==> config.mk <==
export PLATFORM = sky130hd
export DESIGN_NAME = round_timer_flat
export DESIGN_NICKNAME = d
export VERILOG_FILES = /design/src/rtl/round_timer_if.sv /design/src/rtl/round_timer.sv /design/src/flat_wrapper.sv
export SDC_FILE = /design/constraint.sdc
export NUM_CORES = 1
export LEC_CHECK = 0
export CORE_AREA = 2 2 57 59
export DETAILED_ROUTE_END_ITERATION = 10
export DIE_AREA = 0 0 59 61
export GPL_ROUTABILITY_DRIVEN = 0
export GPL_TIMING_DRIVEN = 0
export HOLD_SLACK_MARGIN = 0.06
export PLACE_DENSITY = 0.95
export REMOVE_ABC_BUFFERS = 1
export SLEW_MARGIN = 20
export SYNTH_ARGS = -nofsm -noshare
export SYNTH_HDL_FRONTEND = slang
export SYNTH_SLANG_ARGS = --single-unit
==> constraint.sdc <==
create_clock -name clk -period 5.1 [get_ports clk]
set_input_delay 1.02 -clock clk [delete_from_list [all_inputs] [get_ports clk]]
set_output_delay 1.02 -clock clk [all_outputs]
set_load 0.01 [all_outputs]
==> src/rtl/round_timer_if.sv <==
`default_nettype none
// +----------------------------------------------------------------------------+
// | Module   : round_timer_if                                                  |
// | Purpose  : Control and display bundle of the round countdown timer.        |
// |            master = game controller / upstream side (drives the controls), |
// |            slave  = round_timer (drives the display digits and flags).     |
// | Signals  : tick, start, pause, load, load_val[6:0]   master -> slave       |
// |            sec_tens[3:0], sec_ones[3:0], running,                          |
// |            done, expired, warn                      slave  -> master       |
// | Revision : 1.0 - initial release                                           |
// +----------------------------------------------------------------------------+
interface round_timer_if;
   logic       tick;
   logic       start;
   logic       pause;
   logic       load;
   logic [6:0] load_val;
   logic [3:0] sec_tens;
   logic [3:0] sec_ones;
   logic       running;
   logic       done;
   logic       expired;
   logic       warn;

   modport master (
      output tick, start, pause, load, load_val,
      input  sec_tens, sec_ones, running, done, expired, warn
   );

   modport slave (
      input  tick, start, pause, load, load_val,
      output sec_tens, sec_ones, running, done, expired, warn
   );
endinterface
`default_nettype wire

==> src/rtl/round_timer.sv <==
`default_nettype none
// +----------------------------------------------------------------------------+
// | Module   : round_timer                                                     |
// | Purpose  : Counts upstream tick pulses into seconds and runs a loadable    |
// |            two-digit BCD countdown (IDLE / RUN / PAUSED / DONE) for a game |
// |            round. All outputs are registered.                              |
// | Ports    : clk          system clock                                       |
// |            rst          asynchronous, active-low reset                     |
// |            bus (slave)  tick/start/pause/load/load_val in,                 |
// |                         sec_tens/sec_ones/running/done/expired/warn out    |
// | Params   : TICKS_PER_SEC (2..16) ticks per displayed second                 |
// |            START_SEC     (0..99) countdown value after reset               |
// | Macro    : ROUND_TIMER_WARN_EN - builds the registered low-time warn flag;  |
// |            when undefined warn is tied to 0.                               |
// | Revision : 1.0 - initial release                                           |
// +----------------------------------------------------------------------------+
module round_timer #(
   parameter int TICKS_PER_SEC = 10,
   parameter int START_SEC     = 30
) (
   input  wire logic     clk,
   input  wire logic     rst,
   round_timer_if.slave  bus
);

   localparam logic [1:0] c_st_idle   = 2'd0;
   localparam logic [1:0] c_st_run    = 2'd1;
   localparam logic [1:0] c_st_paused = 2'd2;
   localparam logic [1:0] c_st_done   = 2'd3;

   localparam logic [3:0] c_start_tens = 4'(START_SEC / 10);
   localparam logic [3:0] c_start_ones = 4'(START_SEC % 10);
   localparam logic [3:0] c_sub_last   = 4'(TICKS_PER_SEC - 1);

   logic [1:0] r_state, w_state_nxt;
   logic [3:0] r_tens,  w_tens_nxt;
   logic [3:0] r_ones,  w_ones_nxt;
   logic [3:0] r_sub,   w_sub_nxt;
   logic       r_running, w_running_nxt;
   logic       r_done,    w_done_nxt;
   logic       r_expired, w_expired_nxt;

   // Load value: clamp to 99, then split into BCD digits.
   logic [6:0] w_load_clamped;
   logic [3:0] w_load_tens;
   logic [3:0] w_load_ones;

   assign w_load_clamped = (bus.load_val > 7'd99) ? 7'd99 : bus.load_val;
   assign w_load_tens    = 4'(w_load_clamped / 7'd10);
   assign w_load_ones    = 4'(w_load_clamped % 7'd10);

   // ---------------------------------------------------------------- state reg
   always_ff @(posedge clk or negedge rst) begin
      if (!rst) begin
         r_state   <= c_st_idle;
         r_tens    <= c_start_tens;
         r_ones    <= c_start_ones;
         r_sub     <= 4'd0;
         r_running <= 1'b0;
         r_done    <= 1'b0;
         r_expired <= 1'b0;
      end else begin
         r_state   <= w_state_nxt;
         r_tens    <= w_tens_nxt;
         r_ones    <= w_ones_nxt;
         r_sub     <= w_sub_nxt;
         r_running <= w_running_nxt;
         r_done    <= w_done_nxt;
         r_expired <= w_expired_nxt;
      end
   end

   // ---------------------------------------------------------- next-state comb
   // Priority: load > start > pause > tick. In RUN, start has no meaning, so
   // a raised pause always wins over a coincident tick.
   always_comb begin
      w_state_nxt = r_state;
      w_tens_nxt  = r_tens;
      w_ones_nxt  = r_ones;
      w_sub_nxt   = r_sub;

      if (bus.load) begin
         w_state_nxt = c_st_idle;
         w_sub_nxt   = 4'd0;
         w_tens_nxt  = w_load_tens;
         w_ones_nxt  = w_load_ones;
      end else begin
         case (r_state)
            c_st_idle: begin
               if (bus.start) begin
                  w_state_nxt = ((r_tens == 4'd0) && (r_ones == 4'd0)) ? c_st_done
                                                                       : c_st_run;
               end
            end
            c_st_run: begin
               if (bus.pause) begin
                  w_state_nxt = c_st_paused;
               end else if (bus.tick) begin
                  if (r_sub == c_sub_last) begin
                     w_sub_nxt = 4'd0;
                     if (r_ones == 4'd0) begin
                        w_ones_nxt = 4'd9;
                        // Tens never underflows; 00 leaves RUN before it could.
                        if (r_tens != 4'd0) begin
                           w_tens_nxt = r_tens - 4'd1;
                        end
                     end else begin
                        w_ones_nxt = r_ones - 4'd1;
                     end
                     // Decrement from 01 reaches 00: expire in the same clock.
                     if ((r_tens == 4'd0) && (r_ones == 4'd1)) begin
                        w_state_nxt = c_st_done;
                     end
                  end else begin
                     w_sub_nxt = r_sub + 4'd1;
                  end
               end
            end
            c_st_paused: begin
               if (!bus.pause) begin
                  w_state_nxt = c_st_run;
               end
            end
            default: begin
               // DONE: only load or reset leaves.
            end
         endcase
      end
   end

   // -------------------------------------------------------------- output comb
   // Flags are computed from the next state and registered, so they line up
   // with the digits they describe.
   always_comb begin
      w_running_nxt = (w_state_nxt == c_st_run);
      w_done_nxt    = (w_state_nxt == c_st_done);
      w_expired_nxt = (w_state_nxt == c_st_done) && (r_state != c_st_done);
   end

`ifdef ROUND_TIMER_WARN_EN
   logic r_warn;
   logic w_warn_nxt;

   always_comb begin
      w_warn_nxt = ((w_state_nxt == c_st_run) || (w_state_nxt == c_st_paused))
                   && (w_tens_nxt == 4'd0) && (w_ones_nxt <= 4'd5);
   end

   always_ff @(posedge clk or negedge rst) begin
      if (!rst) begin
         r_warn <= 1'b0;
      end else begin
         r_warn <= w_warn_nxt;
      end
   end

   assign bus.warn = r_warn;
`else
   assign bus.warn = 1'b0;
`endif

   assign bus.sec_tens = r_tens;
   assign bus.sec_ones = r_ones;
   assign bus.running  = r_running;
   assign bus.done     = r_done;
   assign bus.expired  = r_expired;

endmodule
`default_nettype wire

==> src/flat_wrapper.sv <==
// flat-port wrapper written by rule: the top's interface ports become plain ports
module round_timer_flat 
#(
   parameter int TICKS_PER_SEC = 10,
   parameter int START_SEC     = 30
)
  (clk, rst, bus_tick, bus_start, bus_pause, bus_load, bus_load_val, bus_sec_tens, bus_sec_ones, bus_running, bus_done, bus_expired, bus_warn);
  round_timer_if bus_i ();
  input  wire logic clk;
  input  wire logic rst;
  input wire logic [$bits(bus_i.tick)-1:0] bus_tick;
  input wire logic [$bits(bus_i.start)-1:0] bus_start;
  input wire logic [$bits(bus_i.pause)-1:0] bus_pause;
  input wire logic [$bits(bus_i.load)-1:0] bus_load;
  input wire logic [$bits(bus_i.load_val)-1:0] bus_load_val;
  output wire logic [$bits(bus_i.sec_tens)-1:0] bus_sec_tens;
  output wire logic [$bits(bus_i.sec_ones)-1:0] bus_sec_ones;
  output wire logic [$bits(bus_i.running)-1:0] bus_running;
  output wire logic [$bits(bus_i.done)-1:0] bus_done;
  output wire logic [$bits(bus_i.expired)-1:0] bus_expired;
  output wire logic [$bits(bus_i.warn)-1:0] bus_warn;
  assign bus_i.tick = bus_tick;
  assign bus_i.start = bus_start;
  assign bus_i.pause = bus_pause;
  assign bus_i.load = bus_load;
  assign bus_i.load_val = bus_load_val;
  assign bus_sec_tens = bus_i.sec_tens;
  assign bus_sec_ones = bus_i.sec_ones;
  assign bus_running = bus_i.running;
  assign bus_done = bus_i.done;
  assign bus_expired = bus_i.expired;
  assign bus_warn = bus_i.warn;
  round_timer #(.TICKS_PER_SEC(TICKS_PER_SEC), .START_SEC(START_SEC)) u_core (.clk(clk), .rst(rst), .bus(bus_i));
endmodule
==> metrics.cfg, run 1 <==
[drt]
routed_wl_um=3890
drt_iter0_markers=54
avgViaCountPerCell=6.49
drc=0
vias=1688
ant_nets=0
wl_per_cell_um=15.0
dr.pass1.iters=4

[logic_synthesis]
syn_area_per_cell_um2=7.96
syn_inst=214
ys_seq_area_share_pct=25.1
synth_warnings=0
dominantRegCellSynth=dfrtp_1
synth.distinct_cells=64
synth_edf_count=0
ys_seq_elements=17
syn_area_um2=1700
synthArstFlopShare_pct=100

[pwr]
comb_power_share_pct=43.6
peakVddDrop_mv=0.253
netSwitchingFraction_pct=37.7
leakagePower_nw=0.821
seqPwrFrac_pct=40.0
power_density_nw_per_um2=236
internal-power_uw=283
p_clk_share_pct=16.4
p_sw_uw=171

[clock_network]
ctsHtreeMaxLevel=1
clockRootBuffer=clkbuf_4
clock_latency_ns=0.30
cts_tree=done
clock_path_buffers=2
clock-sinks=17
numCtsBuffers=3
cts_resized=0
clk_pin_slew_worst_paths_ns=0.10
post_cts_buffers=0
hold_buffers=0

[global_route]
overflow=0
grt_util_all_layers_pct=23.0
grt_pass1_wl_um=6420
grt_pass1_vias=1518
antenna_found_initial=0
grt_max_degree=23

[sta]
slew_viol_final=0
setup_viol=0
setup_ws_ns=0.370
fmax_mhz=211
rsz0062_at_grt=no
worst_pin_slew_ns=0.761
period_share_pct=92.8
period_needed_ns=4.73
worst_hold_slack_ns=0.509
timing.final.hold_violations=0
relSlewSlack_pct=49.1
skew_ns=0.00622

[worst_setup_path]
critPathSlowestCell=or3_4
crit_top_cell=ha_1
cp_top_family=compound AO/OA/AOI/OAI gates
r2r_slack_ns=2.72
crit_path_start_kind=primary input
crit_type=in -> reg
path_max_fanout=19
cp_num_buf_inv=3
cp_slowest_stage_delay_ns=0.45
worst_ep_arrival_time_ns=4.93
worstPathRequired_ns=5.30
cp-end-kind=flip-flop
path_cells=dlymetal6s2s_1 > inv_1 > ha_1 > or3_4 > nand3_1 > ha_1 > nor2_1 > o311a_1 > o211a_1 > o32ai_1 > and2_1 > ha_1 > inv_1 > a211o_1 > a211o_1

[die]
start_util_pct=57.7
io_pins=25
core_um2=2950
die_h_um=61
std_cell_rows=20
dieArea_um2=3600
die_w_um=59

[placement]
dpl_cell_area_um2=1880
pre_cts_ws_ns=-0.240
port_buffers=23
hpwl_um=2960

[layout]
drive_above_1_share_pct=7.05
regArea_um2=428
multi_input_area_um2=1140
fin_nets=247
area_delta_synth_final_pct=12.6
fin_area_um2=1920
nFillCells=244
num_antenna_cells=0

[worst_hold_path]
holdCritPathClass=reg -> reg

[flow_run]
drv_cap=0

[status]
status=completed

tightest hold or removal path: stages, from the launching register on:
cell and delay (ns):
dfstp_2 0.39, nand2_1 0.05, o21ai_0 0.07
cell usage after synthesis, types with 2 or more instances:
master / instances / area (um^2)
a211oi_1: 2 / 15.0
o211ai_1: 2 / 15.0
nor3_1: 11 / 55.1
a2111oi_0: 2 / 17.5
xor2_1: 2 / 17.5
a22oi_1: 3 / 22.5
ha_1: 6 / 75.1
and2_1: 5 / 31.3
clkbuf_1: 5 / 18.8
dfrtp_1: 15 / 375
a31oi_1: 3 / 18.8
a21o_1: 4 / 30.0
nor4_1: 2 / 12.5
mux2i_1: 4 / 40.0
a21bo_2: 2 / 20.0
nand3_1: 9 / 45.0
dfstp_2: 2 / 52.6
a21boi_0: 2 / 15.0
or3_1: 4 / 25.0
nand2b_1: 2 / 12.5
nor3b_1: 2 / 15.0
a21oi_1: 16 / 80.1
o211a_1: 4 / 40.0
or2b_1: 3 / 22.5
a32oi_1: 2 / 17.5
inv_1: 13 / 48.8
buf_2: 3 / 15.0
nand2_1: 14 / 52.6
nor2b_1: 2 / 12.5
o21ai_0: 6 / 30.0
buf_6: 4 / 45.0
or2_2: 3 / 18.8
a211o_1: 2 / 17.5
o32ai_1: 2 / 17.5
a221oi_1: 2 / 17.5
nor2_1: 21 / 78.8
final cells by class:
| type | count | share of cell area, % |
|---|---|---|
| clock buffers | 4 | 1.37 |
| inverters | 13 | 2.54 |
| multi-input cells | 170 | 59.2 |
| flip-flops and latches | 17 | 22.3 |
| well taps | 33 | 2.15 |
| repair buffers | 23 | 12.4 |
registers in the layout, summed over array words and instances (netlist names):
name / flops
u_core.r_sub: 4
u_core.bus.expired: 1
u_core.r_state: 2
u_core.bus.sec_tens: 4
u_core.bus.done: 1
u_core.bus.running: 1
u_core.bus.sec_ones: 4
metrics by stage:
step                power [mW]  setup TNS (ns)  instances  utilization, %
floorplan                0.298               0        200               -
global placement         0.371          -0.373        256            63.8
detailed placement       0.378          -0.623        256            63.8
CTS                      0.452               0        260            64.7
global route             0.481               0        260            65.0
finish                   0.454               0        260            65.0
cell families (layout without fill, tap and decap cells):
group / count (synthesis) / count (layout) / share of synthesized area [%]
AND/OR/NAND/NOR: 89 / 89 / 28.2
AO/OA/AOI/OAI: 68 / 68 / 30.5
adder cells (fa/ha/maj): 6 / 6 / 4.41
other: 1 / 1 / 0.220
multiplexers: 4 / 4 / 2.35
XOR/XNOR: 2 / 2 / 1.03
buffers and inverters: 27 / 40 / 8.16
flip-flops: 17 / 17 / 25.1
placed cells by master (no fill, tap or decap), drive strengths merged, types with 4 or more instances in the layout:
cell	n
dfrtp	15
o211a	4
clkbuf	4
a31oi	4
ha	6
a21oi	16
mux2i	4
inv	13
o21ai	6
a21o	4
nand2	14
nand3	9
clkdlybuf4s50	20
nor2	21
or3	5
and2	5
nor3	12
final timing paths:
check | from | to | depth (start not counted)
setup reg to reg | u_core.r_state[1] | u_core.bus.sec_tens[0] | 7
max in group asynchronous | rst | u_core.r_state[1] | 1
hold / removal | u_core.bus.sec_tens[1] | u_core.bus.sec_tens[1] | 2
setup / recovery | bus_load_val[5] | u_core.bus.sec_ones[2] | 15
hold reg to reg | u_core.bus.sec_tens[1] | u_core.bus.sec_tens[1] | 2
min in group asynchronous | rst | u_core.bus.sec_ones[3] | 1
power groups by stage:
stage	sequential [mW]	combinational (mW)	clock (mW)
detailed placement	0.183	0.195	0
finish	0.181	0.198	0.0745
global placement	0.181	0.190	0
global route	0.185	0.216	0.0801
floorplan	0.185	0.113	0
CTS	0.181	0.196	0.0754
metal layers:
layer  track usage, %  wire length, um  share of wire (%)
met5                0                0                  0
met4             4.87               30               0.77
met3             4.69              200                5.1
met2             38.9             1910                 49
met1             30.6             1750                 45
No activity file was read; power rests on OpenSTA's default activity.
==> inputs of run 2 (changes only) <==
- CORE_AREA: 2 2 57 59 -> 2 2 47 71
- DIE_AREA: 0 0 59 61 -> 0 0 49 73
- SKIP_CTS_REPAIR_TIMING: not set -> 1
==> run 2 against run 1 <==
Clock power increased by 34%. Wire length is 5.5% higher. Cell count rose by 2.7%. Largest power group unchanged.
==> metrics.cfg, run 2 (synthesis gave the netlist of run 1 again) <==
[status]
status=completed

[global_route]
grt_max_degree=23  ; unchanged
grt_pass1_wl_um=6870  ; +6.9%
overflow=0  ; unchanged
grt_util_all_layers_pct=24.2  ; +1.2 points
antenna_found_initial=0  ; unchanged
grt_pass1_vias=1603  ; +5.6%

[flow_run]
drv_cap=0  ; unchanged

[layout]
area_delta_synth_final_pct=14.4
mostFrequentLayoutCells=nor2_1, clkdlybuf4s50_1, a21oi_1
layout_commonest_cell=nor2_1
num_antenna_cells=0  ; unchanged
fin_nets=247  ; unchanged
drive_above_1_share_pct=7.49  ; +0.44 points

[clock_network]
ctsHtreeMaxLevel=1  ; unchanged
cts_tree=done
numCtsBuffers=3  ; unchanged
clk_pin_slew_worst_paths_ns=0.06  ; -0.04 ns
clockRootBuffer=clkbuf_8
clock-sinks=17  ; unchanged
clock_latency_ns=0.25  ; -0.05 ns
clock_path_buffers=2  ; unchanged

[worst_setup_path]
r2r_slack_ns=2.70  ; -0.02 ns
r2r-start=u_core.r_state[1]
worstPathRequired_ns=5.24  ; -0.06 ns
cp-end-kind=flip-flop
crit_path_start_kind=primary input
crit_type=in -> reg
reg2reg_depth=7  ; unchanged
path_max_fanout=19  ; unchanged
worstReg2RegEnd=u_core.bus.sec_tens[0]
worst_ep_arrival_time_ns=4.81  ; -0.12 ns

[sta]
setup_viol=0  ; unchanged
fmax_mhz=214  ; +1.2%
rsz0062_at_grt=no
slew_viol_final=0  ; unchanged
period_needed_ns=4.67  ; -0.0579 ns
relSlewSlack_pct=48.2  ; -0.91 points
timing.final.hold_violations=0  ; unchanged
period_share_pct=91.6  ; -1.1 points
worst_pin_slew_ns=0.774  ; +0.0137 ns
finalSetupTns_ns=0  ; unchanged
skew_ns=0.00169  ; -0.00453 ns

[pwr]
power_uw=482  ; +6.2%
leakagePower_nw=0.827  ; +0.73%
power_density_nw_per_um2=247  ; +4.6%
peakVddDrop_mv=0.211  ; -17%

[drt]
vias=1708  ; +1.2%
drt_iter0_markers=124  ; +130%
ant_nets=0  ; unchanged
drc=0  ; unchanged
wl_per_cell_um=15.4  ; +2.7%
dr.pass1.iters=7  ; +3
routed_wl_um=4110  ; +5.5%
avgViaCountPerCell=6.40  ; -1.5%

[die]
die_h_um=73  ; +20%
std_cell_rows=25  ; +25%
die_w_um=49  ; -17%
io_pins=25  ; unchanged
start_util_pct=56.1  ; -1.5 points
dieArea_um2=3580  ; -0.61%
core_um2=3030  ; +2.8%

[worst_hold_path]
hold_end=u_core.bus.sec_tens[1]
holdCritPathClass=reg -> reg
hold_depth=2  ; unchanged
worstHoldStart=u_core.bus.sec_tens[1]

[placement]
port_buffers=23  ; unchanged
hpwl_um=3010  ; +2.0%

run 2: cell types whose count changed in the layout (fill, tap and decap cells not counted):
cell | before | now
clkbuf_4 | 3 | 0
clkbuf_8 | 0 | 3
ha_2 | 0 | 1
ha_1 | 6 | 5
run 2: critical path: stages:
cell and delay [ns]:
dlymetal6s2s_1 0.46, inv_1 0.20, ha_2 0.31, or3_4 0.43
nand3_1 0.17, ha_1 0.34, nor2_1 0.13, o311a_1 0.35
o211a_1 0.12, o32ai_1 0.25, and2_1 0.18, ha_1 0.17
inv_1 0.08, a211o_1 0.30, a221oi_1 0.31
run 2: report_power, final:
| group | switching, mW | total (mW) | internal [mW] | leakage, nW |
|---|---|---|---|---|
| logic | 0.103 | 0.201 | 0.0981 | 0.591 |
| clock network | 0.0444 | 0.0999 | 0.0555 | 0.0228 |
| registers | 0.0257 | 0.181 | 0.155 | 0.213 |
run 2: area by class of cell:
type | instances | area (um^2)
tap | 40 | 50.0
sequential | 17 | 428
inverter | 13 | 48.8
multi-input combinational | 170 | 1140
fill | 255 | 1090
timing repair buffer | 23 | 238
clock buffer | 4 | 45.0
run 2: worst max path at each step:
| stage | from | endpoint | slack [ns] | cells past startpoint |
|---|---|---|---|---|
| finish | bus_load_val[5] | u_core.bus.sec_ones[1] | 0.43 | 15 |
| global placement | bus_load_val[5] | u_core.bus.sec_ones[1] | -0.18 | 15 |
| CTS | bus_load_val[5] | u_core.bus.sec_ones[1] | 0.02 | 15 |
| global route | bus_load_val[5] | u_core.bus.sec_ones[2] | 0.17 | 15 |
| floorplan | bus_load_val[4] | u_core.bus.sec_ones[2] | 1.09 | 15 |
| detailed placement | bus_load_val[5] | u_core.bus.sec_ones[1] | -0.24 | 15 |
run 2: stage by stage:
step                      util [%]  setup WS [ns]  instances  hold WS, ns  cell area (um^2)
after CTS                     63.9         0.0175        267        0.523              1940
after floorplan                  -           1.09        200        0.493              1610
after detailed placement      62.4         -0.237        263        0.514              1890
after global routing          64.2          0.171        267        0.538              1950
after global placement        62.4         -0.176        263        0.492              1890
final                         64.2          0.427        267        0.509              1950
run 2: per-layer routing:
layer | wire (um) | part of all wire (%) | GRT usage, % | vias to the layer above
li1 | - | - | - | 823
met1 | 1560 | 38 | 25.2 | 797
met2 | 2240 | 54 | 46.0 | 71
met3 | 162 | 3.9 | 2.66 | 17
met4 | 146 | 3.6 | 14.6 | 0
met5 | 0 | 0 | 0 | -
==> inputs of run 3 (changes only) <==
- MAX_ROUTING_LAYER: not set -> met4
- RECOVER_POWER: not set -> 100
==> run 3 against run 2 <==
Global-route usage up 0.67 points. Clock power is essentially flat. Core utilization decreased by 0.17 points. Final area down 0.26%. Highest routed layer unchanged. Count of clock-buffer cells in the layout stayed put. Non-clock buffer count is the same. Largest power group unchanged. Critical endpoint unchanged. Critical path depth did not move. Maximum frequency up 0.22%.
==> metrics.cfg, run 3 (synthesis gave the netlist of run 1 again) <==
[clock_network]
numCtsBuffers=3  ; unchanged
clock_path_buffers=2  ; unchanged
clockRootBuffer=clkbuf_8
clock_latency_ns=0.26  ; about the same
clk_pin_slew_worst_paths_ns=0.07  ; about the same
clock-sinks=17  ; unchanged
ctsHtreeMaxLevel=1  ; unchanged
cts_tree=done

[layout]
fin_nets=247  ; unchanged
utilization_pct=64.0  ; -0.17 points
fin_area_um2=1940  ; -0.26%
area_delta_synth_final_pct=14.1
mostFrequentLayoutCells=nor2_1, a21oi_1, dlygate4sd3_1, dfrtp_1, nand2_1
fin_cells=267  ; unchanged
nFillCells=256  ; +0.39%
drive_above_1_share_pct=7.05  ; -0.44 points
num_antenna_cells=0  ; unchanged
layout_commonest_cell=nor2_1

[pwr]
comb_power_share_pct=40.9  ; -0.8 points
netSwitchingFraction_pct=36.4  ; +0.53 points
power_uw=475  ; -1.4%
peakVddDrop_mv=0.215  ; +1.8%
seqPwrFrac_pct=37.8  ; +0.2 points
p_clk_share_pct=21.3  ; +0.6 points
internal-power_uw=302  ; -2.2%
leakagePower_nw=0.835  ; +0.97%
p_sw_uw=173  ; about the same
power_density_nw_per_um2=244  ; -1.1%

[worst_setup_path]
worstPathRequired_ns=5.25  ; about the same
crit_path_start=bus_load_val[5]
r2r-start=u_core.r_state[1]
crit_path_start_kind=primary input
worst_ep_arrival_time_ns=4.81  ; about the same
cp_slowest_stage_delay_ns=0.45  ; about the same
path_cells=dlymetal6s2s_1 > inv_1 > ha_2 > or3_4 > nand3_1 > ha_1 > nor2_1 > o311a_1 > o211a_1 > o32ai_1 > and2_0 > ha_1 > inv_1 > a211o_1 > a221oi_1
critPathSlowestCell=dlymetal6s2s_1
cp-end-kind=flip-flop
path_max_fanout=19  ; unchanged
crit_type=in -> reg
cp_top_family=compound AO/OA/AOI/OAI gates
cp_num_buf_inv=3  ; unchanged

[drt]
vias=1710  ; +0.12%
wl_per_cell_um=15.4  ; +0.41%
dr.pass1.iters=5  ; -2
drt_iter0_markers=114  ; -8.1%
routed_wl_um=4120  ; +0.41%
ant_nets=0  ; unchanged
drc=0  ; unchanged
avgViaCountPerCell=6.40  ; +0.12%

[global_route]
antenna_found_initial=0  ; unchanged
overflow=0  ; unchanged
grt_pass1_vias=1608  ; +0.31%
grt_pass1_wl_um=6860  ; -0.10%
grt_max_degree=23  ; unchanged
grt_util_all_layers_pct=24.8  ; +0.67 points

[die]
start_util_pct=56.1  ; unchanged
std_cell_rows=25  ; unchanged
io_pins=25  ; unchanged
die_w_um=49  ; unchanged
core_um2=3030  ; unchanged
dieArea_um2=3580  ; unchanged
die_h_um=73  ; unchanged

[sta]
setup_ws_ns=0.438  ; +0.0103 ns
period_needed_ns=4.66  ; -0.0103 ns
period_share_pct=91.4  ; -0.20 points
worst_hold_slack_ns=0.507  ; -0.00211 ns
worst_pin_slew_ns=0.764  ; -0.0102 ns
fmax_mhz=214  ; +0.22%
slew_viol_final=0  ; unchanged
rsz0062_at_grt=no
skew_ns=0.00481  ; +0.00311 ns
relSlewSlack_pct=48.9  ; +0.67 points
finalSetupTns_ns=0  ; unchanged
setup_viol=0  ; unchanged
timing.final.hold_violations=0  ; unchanged

[worst_hold_path]
holdCritPathClass=reg -> reg
worstHoldStart=u_core.bus.sec_tens[1]

[placement]
hpwl_um=3010  ; unchanged
dpl.cell_count=263  ; unchanged
dpl_cell_area_um2=1890  ; unchanged
port_buffers=23  ; unchanged
pre_cts_ws_ns=-0.237  ; unchanged

[status]
status=completed

[flow_run]
drv_cap=0  ; unchanged

-- run 3: changes by cell type in the layout (fill, tap and decap cells not counted) --
| cell | before | now |
|---|---|---|
| nor3_1 | 11 | 12 |
| and2_0 | 0 | 3 |
| and2_1 | 5 | 2 |
| nor3_2 | 1 | 0 |
| dlygate4sd3_1 | 0 | 15 |
| clkdlybuf4s50_1 | 20 | 5 |
-- run 3: tightest hold or removal path: cells and delay by family (launching register included) --
kind               cells  cell delay [ns]
DFF                    1             0.38
AOI/OAI and AO/OA      1             0.08
and+or+nand+nor        1             0.04
-- run 3: power groups by stage --
stage	logic, mW	clock network (mW)	registers (mW)
2_1_floorplan	0.113	0	0.185
3_5_place_dp	0.197	0	0.182
6_report	0.194	0.101	0.180
5_1_grt	0.215	0.107	0.183
3_3_place_gp	0.190	0	0.182
4_1_cts	0.200	0.102	0.181
-- run 3: worst paths after layout --
path | end | slack (ns) | depth (start not counted)
setup / recovery | u_core.bus.sec_ones[1] | 0.44 | 15
hold / removal | u_core.bus.sec_tens[1] | 0.51 | 2
setup reg to reg | u_core.bus.sec_tens[0] | 2.55 | 7
hold reg to reg | u_core.bus.sec_tens[1] | 0.51 | 2
max in group asynchronous | u_core.bus.sec_tens[2] | 3.34 | 1
min in group asynchronous | u_core.bus.sec_ones[2] | 1.28 | 1
-- run 3: cell type report --
cell class / count / area (um^2) / area share, %
Timing Repair Buffer: 23 / 238 / 12.2
Inverter: 13 / 48.8 / 2.51
Tap cell: 40 / 50.0 / 2.58
Clock buffer: 4 / 45.0 / 2.32
Multi-Input combinational cell: 170 / 1130 / 58.3
Sequential cell: 17 / 428 / 22.0
-- run 3: per-layer routing --
metal	vias to the layer above	track usage (%)	routed length (um)
met3	15	2.66	189
met4	0	14.6	130
li1	827	-	-
met1	805	25.0	1560
met5	-	-	0
met2	63	46.0	2240
